===== src/rtl/imem_loader_pkg.sv =====
// Shared types for the boot-time instruction memory loader.
package imem_loader_pkg;

   typedef enum logic [1:0] {
      ST_IDLE,
      ST_HDR,
      ST_DATA,
      ST_DONE
   } state_t;

   localparam int LP_BYTES_PER_WORD = 4;

endpackage


===== src/rtl/imem_loader.sv =====
// Boot loader: packs a little-endian byte stream into 32-bit words and writes them to
// instruction RAM from word 0, holding the core in reset until the program is complete.
//
// state   | meaning
// IDLE    | core released, waiting for istart
// HDR     | collecting the 4-byte word count
// DATA    | collecting program bytes, one RAM write per completed word
// DONE    | single-cycle completion pulse, core still held
module imem_loader
   import imem_loader_pkg::*;
#(
   parameter int MP_DATA_WIDTH = 32,
   parameter int MP_ADDR_WIDTH = 8,
   parameter int MP_TIMEOUT    = 1000000
) (
   input  logic                     iclk,
   input  logic                     irst_n,
   input  logic                     istart,
   input  logic [7:0]               ibyte,
   input  logic                     ivalid,
   output logic                     ordy,
   output logic                     owe,
   output logic [MP_ADDR_WIDTH-1:0] owaddr,
   output logic [MP_DATA_WIDTH-1:0] owdata,
   output logic                     ocpu_rst_n,
   output logic                     obusy,
   output logic                     odone,
   output logic                     oerr
);

   localparam int                     LP_BC_W      = $clog2(LP_BYTES_PER_WORD);
   localparam int                     LP_TMO_W     = $clog2(MP_TIMEOUT);
   localparam logic [31:0]            LP_DEPTH     = 32'(1) << MP_ADDR_WIDTH;
   localparam logic [LP_TMO_W-1:0]    LP_TMO_LOAD  = LP_TMO_W'(MP_TIMEOUT - 1);
   localparam logic [MP_ADDR_WIDTH:0] LP_WORD_ONE  = (MP_ADDR_WIDTH+1)'(1);
   localparam logic [LP_BC_W-1:0]     LP_LAST_BYTE = LP_BC_W'(LP_BYTES_PER_WORD - 1);

   state_t                     state, state_nxt;
   logic [LP_BC_W-1:0]         byte_cnt, byte_cnt_nxt;
   logic [MP_ADDR_WIDTH:0]     words_left, words_nxt;
   logic [LP_TMO_W-1:0]        tmo_cnt, tmo_nxt;
   logic                       ordy_nxt, owe_nxt, cpu_nxt, busy_nxt, done_nxt, err_nxt;
   logic [MP_ADDR_WIDTH-1:0]   owaddr_nxt;
   logic [MP_DATA_WIDTH-1:0]   owdata_nxt;
   logic [MP_DATA_WIDTH-1:0]   hdr_word;
   logic                       accept;
   logic                       tmo_expire;

   always_ff @(posedge iclk or negedge irst_n) begin
      if (!irst_n) begin
         state      <= ST_IDLE;
         byte_cnt   <= '0;
         words_left <= '0;
         tmo_cnt    <= '0;
         ordy       <= 1'b0;
         owe        <= 1'b0;
         owaddr     <= '0;
         owdata     <= '0;
         ocpu_rst_n <= 1'b0;
         obusy      <= 1'b0;
         odone      <= 1'b0;
         oerr       <= 1'b0;
      end else begin
         state      <= state_nxt;
         byte_cnt   <= byte_cnt_nxt;
         words_left <= words_nxt;
         tmo_cnt    <= tmo_nxt;
         ordy       <= ordy_nxt;
         owe        <= owe_nxt;
         owaddr     <= owaddr_nxt;
         owdata     <= owdata_nxt;
         ocpu_rst_n <= cpu_nxt;
         obusy      <= busy_nxt;
         odone      <= done_nxt;
         oerr       <= err_nxt;
      end
   end

   always_comb begin
      state_nxt    = state;
      byte_cnt_nxt = byte_cnt;
      words_nxt    = words_left;
      tmo_nxt      = tmo_cnt;
      ordy_nxt     = ordy;
      owe_nxt      = 1'b0;
      owaddr_nxt   = owaddr;
      owdata_nxt   = owdata;
      cpu_nxt      = ocpu_rst_n;
      busy_nxt     = obusy;
      done_nxt     = 1'b0;
      err_nxt      = oerr;
      tmo_expire   = 1'b0;
      accept       = ivalid && ordy;
      hdr_word     = {ibyte, owdata[MP_DATA_WIDTH-9:0]};

      // Header and data bytes share the word assembly register.
      if (accept) begin
         owdata_nxt[{byte_cnt, 3'b000} +: 8] = ibyte;
         byte_cnt_nxt = byte_cnt + 1'b1;
         tmo_nxt      = LP_TMO_LOAD;
      end

      case (state)
         ST_IDLE: begin
            cpu_nxt  = 1'b1;
            ordy_nxt = 1'b0;
            busy_nxt = 1'b0;
            if (istart) begin
               state_nxt    = ST_HDR;
               err_nxt      = 1'b0;
               byte_cnt_nxt = '0;
               owaddr_nxt   = '0;
               tmo_nxt      = LP_TMO_LOAD;
               ordy_nxt     = 1'b1;
               busy_nxt     = 1'b1;
               cpu_nxt      = 1'b0;
            end
         end
         ST_HDR: begin
            if (accept) begin
               if (byte_cnt == LP_LAST_BYTE) begin
                  if (hdr_word == '0) begin
                     state_nxt = ST_DONE;
                     done_nxt  = 1'b1;
                     ordy_nxt  = 1'b0;
                  end else begin
                     state_nxt = ST_DATA;
                     if (hdr_word > LP_DEPTH) begin
                        words_nxt = LP_DEPTH[MP_ADDR_WIDTH:0];
                        err_nxt   = 1'b1;
                     end else begin
                        words_nxt = hdr_word[MP_ADDR_WIDTH:0];
                     end
                  end
               end
            end else if (tmo_cnt == '0) begin
               tmo_expire = 1'b1;
            end else begin
               tmo_nxt = tmo_cnt - 1'b1;
            end
         end
         ST_DATA: begin
            if (owe && words_left == '0) begin
               state_nxt = ST_DONE;
               done_nxt  = 1'b1;
            end else begin
               // Address stays on the last written word so it never wraps.
               if (owe) begin
                  owaddr_nxt = owaddr + 1'b1;
               end
               if (accept) begin
                  if (byte_cnt == LP_LAST_BYTE) begin
                     owe_nxt   = 1'b1;
                     words_nxt = words_left - LP_WORD_ONE;
                     if (words_left == LP_WORD_ONE) begin
                        ordy_nxt = 1'b0;
                     end
                  end
               end else if (tmo_cnt == '0) begin
                  tmo_expire = 1'b1;
               end else begin
                  tmo_nxt = tmo_cnt - 1'b1;
               end
            end
         end
         ST_DONE: begin
            state_nxt = ST_IDLE;
            busy_nxt  = 1'b0;
            cpu_nxt   = 1'b1;
         end
         default: begin
            state_nxt = ST_IDLE;
         end
      endcase

      if (tmo_expire) begin
         state_nxt = ST_IDLE;
         err_nxt   = 1'b1;
         ordy_nxt  = 1'b0;
         busy_nxt  = 1'b0;
         cpu_nxt   = 1'b1;
      end
   end

endmodule


===== config.mk =====
export PLATFORM = sky130hd
export DESIGN_NAME = imem_loader
export DESIGN_NICKNAME = d
export VERILOG_FILES = /design/src/rtl/imem_loader_pkg.sv /design/src/rtl/imem_loader.sv
export SDC_FILE = /design/constraint.sdc
export NUM_CORES = 1
export LEC_CHECK = 0
export ABC_AREA = 1
export BUFFER_PORTS_ARGS = -buffer_cell sky130_fd_sc_hd__buf_2
export CORE_ASPECT_RATIO = 2
export CORE_MARGIN = 5
export CORE_UTILIZATION = 25
export CTS_BUF_LIST = sky130_fd_sc_hd__clkbuf_4 sky130_fd_sc_hd__clkbuf_8
export DETAILED_ROUTE_END_ITERATION = 12
export PLACE_DENSITY = 0.49
export SLEW_MARGIN = 20
export SYNTH_ARGS = -nofsm -noshare
export SYNTH_HDL_FRONTEND = slang
export SYNTH_SLANG_ARGS = --single-unit

===== constraint.sdc =====
create_clock -name iclk -period 1.9 [get_ports iclk]
set_input_delay 0.38 -clock iclk [delete_from_list [all_inputs] [get_ports iclk]]
set_output_delay 0.38 -clock iclk [all_outputs]
set_load 0.005 [all_outputs]

==> results of run 1 <==
==> how the worst min path moves through the flow <==
stage,endpoint,slack (ps),depth (start not counted),from
finish,owdata[6],280,3,ibyte[6]
global route,owdata[0],280,3,ibyte[0]
CTS,owdata[6],270,3,ibyte[6]
detailed placement,words_left[0],320,1,irst_n
global placement,words_left[0],310,1,irst_n
floorplan,byte_cnt[0],80,0,irst_n
==> tightest hold or removal path, cell delays in order <==
cell	delay [ps]
buf_2	100
nand3_1	80
o21ai_0	70
==> kinds of logic (layout without fill, tap and decap cells) <==
family | Yosys count | after routing | share of synthesized area
AO/OA/AOI/OAI | 118 | 118 | 0.131
XOR/XNOR | 8 | 8 | 0.0141
adder cells (fa/ha/maj) | 17 | 17 | 0.0427
buffers and inverters | 115 | 238 | 0.0917
flip-flops | 79 | 79 | 0.397
other | 0 | 1 | 0
AND/OR/NAND/NOR | 343 | 343 | 0.323
==> flip-flops by register name (all words and copies together) (netlist names) <==
signal,count
state,2
owaddr,8
odone,1
owe,1
words_left,9
byte_cnt,2
ocpu_rst_n,1
oerr,1
ordy,1
obusy,1
tmo_cnt,20
owdata,32
==> stage by stage <==
stage | setup TNS (ps) | cell area [µm²] | total power [mW] | utilization
6_report | 0 | 6330 | 3.32 | 0.321
5_1_grt | -3.68 | 6330 | 3.42 | 0.321
4_1_cts | 0 | 6250 | 3.36 | 0.317
3_5_place_dp | -984 | 6000 | 1.80 | 0.304
3_3_place_gp | -704 | 6000 | 1.80 | 0.304
2_1_floorplan | 0 | 4980 | 1.73 | -
==> repair_timing <==
action                     in CTS  in global routing
hold buffers                    1                  0
setup endpoints to repair      10                 30
buffers inserted                0                  5
hold endpoints to repair       19                  0
cloned                          0                  0
gates resized for setup         2                 14
pin swaps                       0                  2
==> cell type report <==
cell class                 count  share of cell area
antenna                        1            0.000395
clock buffer                  11              0.0219
clock inverter                 4              0.0150
inverter                     100              0.0599
multi-input combinational    486               0.410
sequential                    79               0.312
tap                          262              0.0518
timing repair buffer         123               0.129
==> metal layers <==
metal	vias up	global-route usage	wire (µm)	part of all wire
met2	114	0.294	9520	0.58
met1	2308	0.138	5450	0.33
met4	0	0.102	1120	0.068
met3	52	0.0209	411	0.025
met5	-	0	0	0
li1	2453	-	-	-
==> cells in the mapped netlist (all sizes together) <==
cell type / count
nand2: 155
inv: 98
nor2: 94
dfrtp: 79
o21ai: 76
nand3: 61
nand4: 19
ha: 17
a21oi: 16
o211ai: 11
clkbuf: 8
nor3: 8
o22ai: 8
buf: 7
xor2: 7
o21bai: 3
or2: 3
a22oi: 2
clkinv: 2
o31ai: 2
and3: 1
nand3b: 1
nor4: 1
xnor2: 1
==> placed cells by master, fill, tap and decap left out, types with 2 or more instances in the layout <==
master / Yosys / routed
o21ai_1: 5 / 6
nand2_1: 147 / 146
inv_1: 93 / 91
or2_2: 3 / 3
nor3_1: 7 / 6
inv_2: 4 / 6
buf_4: 0 / 63
clkbuf_4: 0 / 2
nand3_2: 4 / 4
ha_2: 0 / 2
nand2_4: 3 / 3
a22oi_1: 2 / 2
nand3_1: 55 / 55
nand3_4: 2 / 2
nor2_2: 14 / 17
o21ai_0: 71 / 70
clkinv_2: 1 / 2
xor2_1: 7 / 7
bufinv_16: 0 / 3
o21bai_1: 3 / 3
o31ai_1: 2 / 2
nor2_1: 73 / 69
nor2_4: 7 / 8
buf_2: 5 / 56
dfrtp_1: 79 / 79
ha_4: 0 / 2
clkbuf_8: 0 / 9
nor3_2: 1 / 2
a21oi_2: 2 / 2
a21oi_1: 14 / 14
nand2_2: 5 / 6
ha_1: 17 / 13
o211ai_1: 11 / 11
nand4_1: 19 / 19
o22ai_1: 8 / 8
buf_12: 0 / 2
==> power groups by stage <==
stage	combinational, mW	clock [mW]	sequential (mW)
2_1_floorplan	0.0152	0	1.71
3_3_place_gp	0.0907	0	1.71
3_5_place_dp	0.0913	0	1.71
4_1_cts	0.0927	1.59	1.68
5_1_grt	0.101	1.64	1.68
6_report	0.0881	1.55	1.68
==> reports/metrics.csv, run 1 <==
stage,metric,value,unit
status,status,finished clean,
place,pre_cts_slack,-128,ps
sta,fmax,0.554,GHz
place,post-place-cells,1044,
sta,whs,280,ps
detailed_routing,avgViaCountPerCell,4.62,
layout,regArea,1980,µm²
setup_path,worstPathArrival,2120,ps
clock_tree,htreeDepth,3,
run,drv_cap,0,
setup_path,timing.rr.start,tmo_cnt[0],
setup_path,r2r.worst_path.cells,10,
clock_tree,clock_path_buffers,2,
pwr,power_switching,716,µW
pwr,swShare,0.216,
global_routing,grt_overflow_total,0,
floorplanning,initial_core_util,0.252,
place,io_buffers,57,
logic_synthesis,synth.avg_cell_area,7.32,µm²
logic_synthesis,ys_seq_area_frac,0.397,
floorplanning,die_h,210,µm
setup_path,crit_slowest_cell,dfrtp_1,
min_path,hp-class,in2reg,
detailed_routing,drt_iter0_markers,197,
sta,finalCritPeriodShare,0.949,
detailed_routing,drc,0,
logic_synthesis,ys_ff_latch,79,
pwr,powerDensity,523,nW/µm²
logic_synthesis,syn_area,4980,µm²
detailed_routing,first_pass_iters,4,
setup_path,crit_family,buffers and inverters,
detailed_routing,drtAntennaViolNets,0,
floorplanning,ios,58,
setup_path,cp.required,2220,ps
sta,tightestPinTransition,549,ps
setup_path,rrSetupSlack,100,ps
layout,drive_gt1_frac,0.244,
pwr,seqPwrFrac,0.507,
pwr,vdd_drop_max,0.000403,V
setup_path,path_depth,10,
sta,slew_headroom,0.634,
sta,final_hold_viol_count,0,
floorplanning,core_area,19700,µm²
place,gp_congestion,0.836,
setup_path,reg2reg_to,tmo_cnt[0],
floorplanning,die_w,110,µm
clock_tree,clk-insertion-delay-late,380,ps
setup_path,cp-end-kind,flop,
clock_tree,clkSlewWorstSetupHoldPaths,90,ps
setup_path,timing.critical_path.buf_inv,3,
logic_synthesis,postSynthCellCount,680,
global_routing,grt_pass1_wl,26600,µm
setup_path,path_class,reg2reg,
sta,slew_violations,0,
layout,syn_to_final_growth,27.2,%
pwr,combPwrFrac,0.027,
layout,nets,828,
sta,timing.final.ws_setup,96.0,ps
setup_path,path_max_fanout,6,
logic_synthesis,synth_top_area_cell,dfrtp_1,
layout,fillers,2238,
floorplanning,rows,73,
clock_tree,cts_made_buffers,9,
layout,instances_no_fill,1066,
detailed_routing,via_count,4927,
clock_tree,cts_sinks,79,
detailed_routing,wire_per_inst,15.5,µm
setup_path,crit_chain,"inv_1, ha_1, nand2_1, nor2_2, nand3_4, buf_4, o21ai_0, buf_4, o21ai_0, nand3_1",
setup_path,slowest_delay,390,ps
global_routing,track_usage,0.152,
clock_tree,cts.root.buffer_cell,clkbuf_8,
logic_synthesis,yosysTopAreaCellShare,0.397,
floorplanning,dieArea,23000,µm²
pwr,clkPwrFrac,0.467,
setup_path,worstSetupStartpointType,flop,
setup_path,crit_start,tmo_cnt[0],
pwr,p_int,2.60,mW
global_routing,antenna_found_initial,0,
sta,skew,17.9,ps
logic_synthesis,ys_types,37,
global_routing,grt_max_degree,28,
detailed_routing,drt_wl_total,16500,µm
logic_synthesis,synth_fp_nets,709,
clock_tree,cts_tree,done,
layout,multi_input_area,2600,µm²
place,hpwl,13500,µm
logic_synthesis,synth_area_leaders,"dfrtp_1 (40%), nand2_1 (11%), o21ai_0 (7.1%)",
pwr,p_leak,3.28,nW
sta,setup_violations,0,
setup_path,cp-endpoint,tmo_cnt[0],
logic_synthesis,yosysWarnings,0,
sta,period_needed,1800,ps
global_routing,grt_pass1_vias,5173,
Power figures use the tool's default switching activity.
==> run 2, diff against run 1 <==
- CORE_MARGIN: 5 -> unset
==> reports/metrics.csv, run 2 (synthesis gave the netlist of run 1 again) <==
stage,metric,value,unit
status,status,finished clean,
place,hpwl,13100,µm
layout,nets,817,
min_path,min_from,ibyte[4],
global_routing,grt_pass1_vias,4949,
clock_tree,clkSlewWorstSetupHoldPaths,90,ps
setup_path,rrSetupSlack,60,ps
setup_path,path_max_fanout,7,
layout,layout_common_cells,"nand2_1 (144), inv_1 (90), dfrtp_1 (78)",
global_routing,antenna_found_initial,0,
floorplanning,die_h,202,µm
detailed_routing,avgViaCountPerCell,4.61,
detailed_routing,via_count,4847,
sta,slew_headroom,0.652,
clock_tree,cts_sinks,79,
layout,reg_top3,"owdata (32), tmo_cnt (20), words_left (9)",
pwr,powerDensity,510,nW/µm²
setup_path,path_class,reg2reg,
place,post-place-cells,1029,
min_path,hp-class,in2reg,
sta,finalCritPeriodShare,0.967,
sta,finalSetupTns,0,ps
layout,final_util,0.321,
detailed_routing,drt_wl_total,16300,µm
sta,skew,13.2,ps
sta,fmax,0.544,GHz
floorplanning,initial_core_util,0.256,
detailed_routing,drc,0,
run,drv_cap,0,
setup_path,crit_slowest_cell,dfrtp_1,
floorplanning,ios,58,
layout,largest_reg_flops,32,
floorplanning,rows,72,
clock_tree,cts_tree,done,
sta,period_needed,1840,ps
place,io_buffers,57,
place,gp_congestion,0.858,
clock_tree,cts_made_buffers,9,
setup_path,cp_common_cell,o21ai_0,
setup_path,worstPathArrival,2160,ps
detailed_routing,drt_iter0_markers,228,
layout,final_common_cell,nand2_1,
detailed_routing,first_pass_iters,6,
clock_tree,clk-insertion-delay-late,380,ps
setup_path,crit_chain,"inv_1, ha_1, nand2_1, nor2_2, nand3_4, o21ai_0, o21ai_0, nand3_1",
clock_tree,cts.root.buffer_cell,clkbuf_8,
setup_path,r2r.worst_path.cells,8,
setup_path,timing.rr.start,tmo_cnt[0],
layout,syn_to_final_growth,25.3,%
setup_path,cp-end-kind,flop,
global_routing,grt_max_degree,31,
clock_tree,clock_path_buffers,2,
setup_path,slowest_delay,390,ps
sta,final_hold_viol_count,0,
layout,largest_register,owdata,
setup_path,worstSetupStartpointType,flop,
layout,final_cell_area,6240,µm²
global_routing,track_usage,0.170,
detailed_routing,wire_per_inst,15.5,µm
floorplanning,dieArea,20500,µm²
clock_tree,htreeDepth,3,
global_routing,grt_overflow_total,0,
setup_path,cp.required,2220,ps
floorplanning,core_area,19500,µm²
setup_path,reg2reg_to,tmo_cnt[0],
layout,drive_gt1_frac,0.245,
sta,tightestPinTransition,521,ps
global_routing,grt_pass1_wl,25800,µm
sta,slew_violations,0,
pwr,power.total,3.18,mW
pwr,p_leak,3.23,nW
layout,diodes,0,
layout,instances_no_fill,1052,
detailed_routing,drtAntennaViolNets,0,
pwr,vdd_drop_max,0.000556,V
sta,rsz0062_at_grt,false,
min_path,worstHoldPathCells,3,
min_path,hold_end,owdata[4],
sta,setup_violations,0,
place,postPlaceCellArea,5920,µm²
floorplanning,die_w,102,µm
## run 2: worst max-delay path: cells and delay by family, from the launching register on
family,cells,cell delay [ps]
flops,1,390
buf+inv,1,80
compound gates,2,580
simple gates,4,500
fa+ha+maj,1,220
## run 2: area by class of cell
cell class / count / area (µm²)
tap: 259 / 324
multi-input combinational: 486 / 2610
inverter: 100 / 379
clock inverter: 7 / 87.6
fill: 2180 / 13200
sequential: 79 / 1980
clock buffer: 9 / 124
timing repair buffer: 112 / 741
## run 2: metrics by stage
stage / hold WS [ps] / worst slack (ps)
after global placement: 355 / -102
after detailed placement: 354 / -68.3
final: 248 / 62.9
after floorplan: 84.4 / 132
after global routing: 275 / 0.473
after CTS: 233 / 18.2
## run 2: worst max-delay path by stage
stage | to | from | cells after the start | slack [ps]
floorplan | owdata[23] | byte_cnt[0] | 7 | 130
global placement | tmo_cnt[1] | tmo_cnt[0] | 11 | -100
detailed placement | tmo_cnt[1] | tmo_cnt[0] | 11 | -70
CTS | tmo_cnt[1] | tmo_cnt[0] | 11 | 20
global route | tmo_cnt[16] | tmo_cnt[0] | 12 | 0.5
finish | tmo_cnt[0] | tmo_cnt[0] | 8 | 60
## run 2: power by group
| part | internal (mW) | switching (mW) | total, mW | leakage [nW] |
|---|---|---|---|---|
| registers | 1.68 | 0 | 1.68 | 0.910 |
| logic | 0.0241 | 0.0651 | 0.0892 | 2.21 |
| clock network | 0.731 | 0.685 | 1.42 | 0.109 |
## run 2: routing by layer
layer  track usage  vias up  wire length [µm]
met3        0.0208       47               348
met5             0        -                 0
met1         0.154     2280              5610
met2         0.336       97              9430
li1              -     2423                 -
met4         0.106        0               926
## run 2: timing repair
item / in CTS / in global routing
resized for setup: 1 / 22
setup endpoints to repair: 1 / 48
endpoints found under the hold margin: 27 / 0
pin swaps: 0 / 5
setup buffers: 0 / 6
hold buffers: 1 / 0
==> run 3, diff against run 2 <==
- RECOVER_POWER: unset -> 50
- REMOVE_ABC_BUFFERS: unset -> 1
- TNS_END_PERCENT: unset -> 5
==> reports/metrics.csv, run 3 (synthesis gave the netlist of run 1 again) <==
stage,metric,value,unit
setup_path,cp-end-kind,flop,
layout,multi_input_area,2580,µm²
sta,finalCritPeriodShare,0.933,
sta,slew_violations,0,
sta,skew,12.0,ps
floorplanning,die_h,202,µm
clock_tree,clk-insertion-delay-late,380,ps
setup_path,path_class,reg2reg,
floorplanning,core_area,19500,µm²
clock_tree,clkSlewWorstSetupHoldPaths,80,ps
floorplanning,ios,58,
setup_path,crit_start,tmo_cnt[9],
layout,final_cell_area,6380,µm²
clock_tree,post_cts_buffers,0,
global_routing,grt_pass1_vias,5200,
place,hpwl,13500,µm
clock_tree,clock_path_buffers,2,
sta,final_hold_viol_count,0,
global_routing,grt_use_met2,0.348,
status,status,finished clean,
place,io_buffers,57,
floorplanning,initial_core_util,0.256,
layout,regArea,1980,µm²
global_routing,grt_overflow_total,0,
setup_path,worstSetupStartpointType,flop,
layout,reg_top3,"owdata (32), tmo_cnt (20), words_left (9)",
setup_path,timing.critical_path.buf_inv,1,
floorplanning,dieArea,20500,µm²
detailed_routing,wire_per_inst,15.6,µm
min_path,hp-class,in2reg,
layout,largest_reg_flops,32,
global_routing,track_usage,0.174,
global_routing,grtUsageMet3,0.0243,
detailed_routing,drtAntennaViolNets,0,
clock_tree,cts_tree,done,
floorplanning,rows,72,
detailed_routing,first_pass_iters,4,
sta,period_needed,1770,ps
sta,setup_violations,0,
detailed_routing,drt_wl_total,16800,µm
layout,drive_gt1_frac,0.244,
layout,diodes,0,
global_routing,top_usage_layer,met2,
min_path,min_from,ibyte[1],
clock_tree,cts_sinks,79,
setup_path,cp.required,2170,ps
layout,fillers,2221,
setup_path,crit_slowest_cell,dfrtp_1,
place,gp_congestion,0.876,
sta,tightestPinTransition,923,ps
sta,whs,258,ps
global_routing,grt_pass1_wl,26700,µm
layout,layout_common_cells,"nand2_1 (146), inv_1 (88), dfrtp_1 (79)",
layout,final_common_cell,nand2_1,
global_routing,grt_max_degree,32,
pwr,powerDensity,529,nW/µm²
sta,fmax,0.564,GHz
sta,slew_headroom,0.385,
detailed_routing,drc,0,
global_routing,antenna_found_initial,0,
floorplanning,die_w,102,µm
global_routing,grtUsageMet1,0.155,
sta,finalSetupTns,0,ps
detailed_routing,drt_iter0_markers,205,
setup_path,worstPathArrival,2040,ps
clock_tree,cts.root.buffer_cell,clkbuf_8,
sta,rsz0062_at_grt,true,
clock_tree,cts_made_buffers,9,
run,drv_cap,0,
setup_path,path_max_fanout,9,
detailed_routing,avgViaCountPerCell,4.56,
setup_path,slowest_delay,510,ps
layout,final_util,0.328,
setup_path,crit_family,simple AND/OR/NAND/NOR gates,
layout,nets,842,
clock_tree,htreeDepth,3,
detailed_routing,via_count,4915,
place,postPlaceCellArea,6130,µm²
setup_path,crit_chain,"nor2_4, nand2_1, nor2_4, nand3_4, nor2_2, nand3_2, buf_4, nand3_1, nand2_1",
pwr,p_leak,3.30,nW
layout,syn_to_final_growth,28.1,%
pwr,vdd_drop_max,0.000303,V
setup_path,timing.rr.start,tmo_cnt[9],
layout,largest_register,owdata,
## run 3: cell types whose count changed in the layout (fill, tap and decap cells not counted), moves of 3 or more
cell | before | now
clkinv_2 | 5 | 2
clkbuf_1 | 0 | 12
nor2_1 | 66 | 69
buf_4 | 52 | 74
nor2_2 | 20 | 16
buf_2 | 56 | 45
clkbuf_2 | 0 | 3
## run 3: worst register-to-register path: stages (launching register included)
cell	delay (ps)
dfrtp_1	510
nor2_4	190
nand2_1	100
nor2_4	130
nand3_4	160
nor2_2	130
nand3_2	140
buf_4	190
nand3_1	60
nand2_1	50
## run 3: per-layer routing
| layer | share of wire | vias up |
|---|---|---|
| met5 | 0 | - |
| met4 | 0.050 | 0 |
| met3 | 0.024 | 48 |
| met2 | 0.59 | 102 |
| met1 | 0.33 | 2289 |
| li1 | - | 2476 |
## run 3: final timing paths
check	slack (ps)	cells past startpoint	to
setup / recovery	130	9	obusy
hold / removal	260	3	owdata[1]
setup reg to reg	130	9	obusy
hold reg to reg	500	2	ocpu_rst_n
max in group asynchronous	240	3	owdata[26]
min in group asynchronous	670	2	owdata[17]
## run 3: power breakdown
group	leakage, nW	internal (mW)	switching (mW)
combinational	2.27	0.0258	0.0694
sequential	0.911	1.68	0
clock	0.120	0.878	0.721
## run 3: layout make-up
type	instances	area share
Multi-Input combinational cell	486	0.404
Timing Repair Buffer	137	0.138
Clock buffer	9	0.0194
Sequential cell	79	0.310
Inverter	100	0.0594
Tap cell	259	0.0508
Clock inverter	7	0.0188
## run 3: per-stage QoR
stage               std cells  total power [mW]  setup WS [ps]
floorplan                 665              1.73           -455
global placement         1060              1.82           -128
detailed placement       1060              1.82           -161
CTS                      1077              3.43           32.1
global route             1077              3.49          -9.61
finish                   1077              3.37            128
## run 3: timing repair
action / CTS / global route
endpoints found under the hold margin: 27 / 0
resized for setup: 2 / 14
pin swaps: 0 / 2
hold buffers: 1 / 0
setup endpoints to repair: 13 / 40
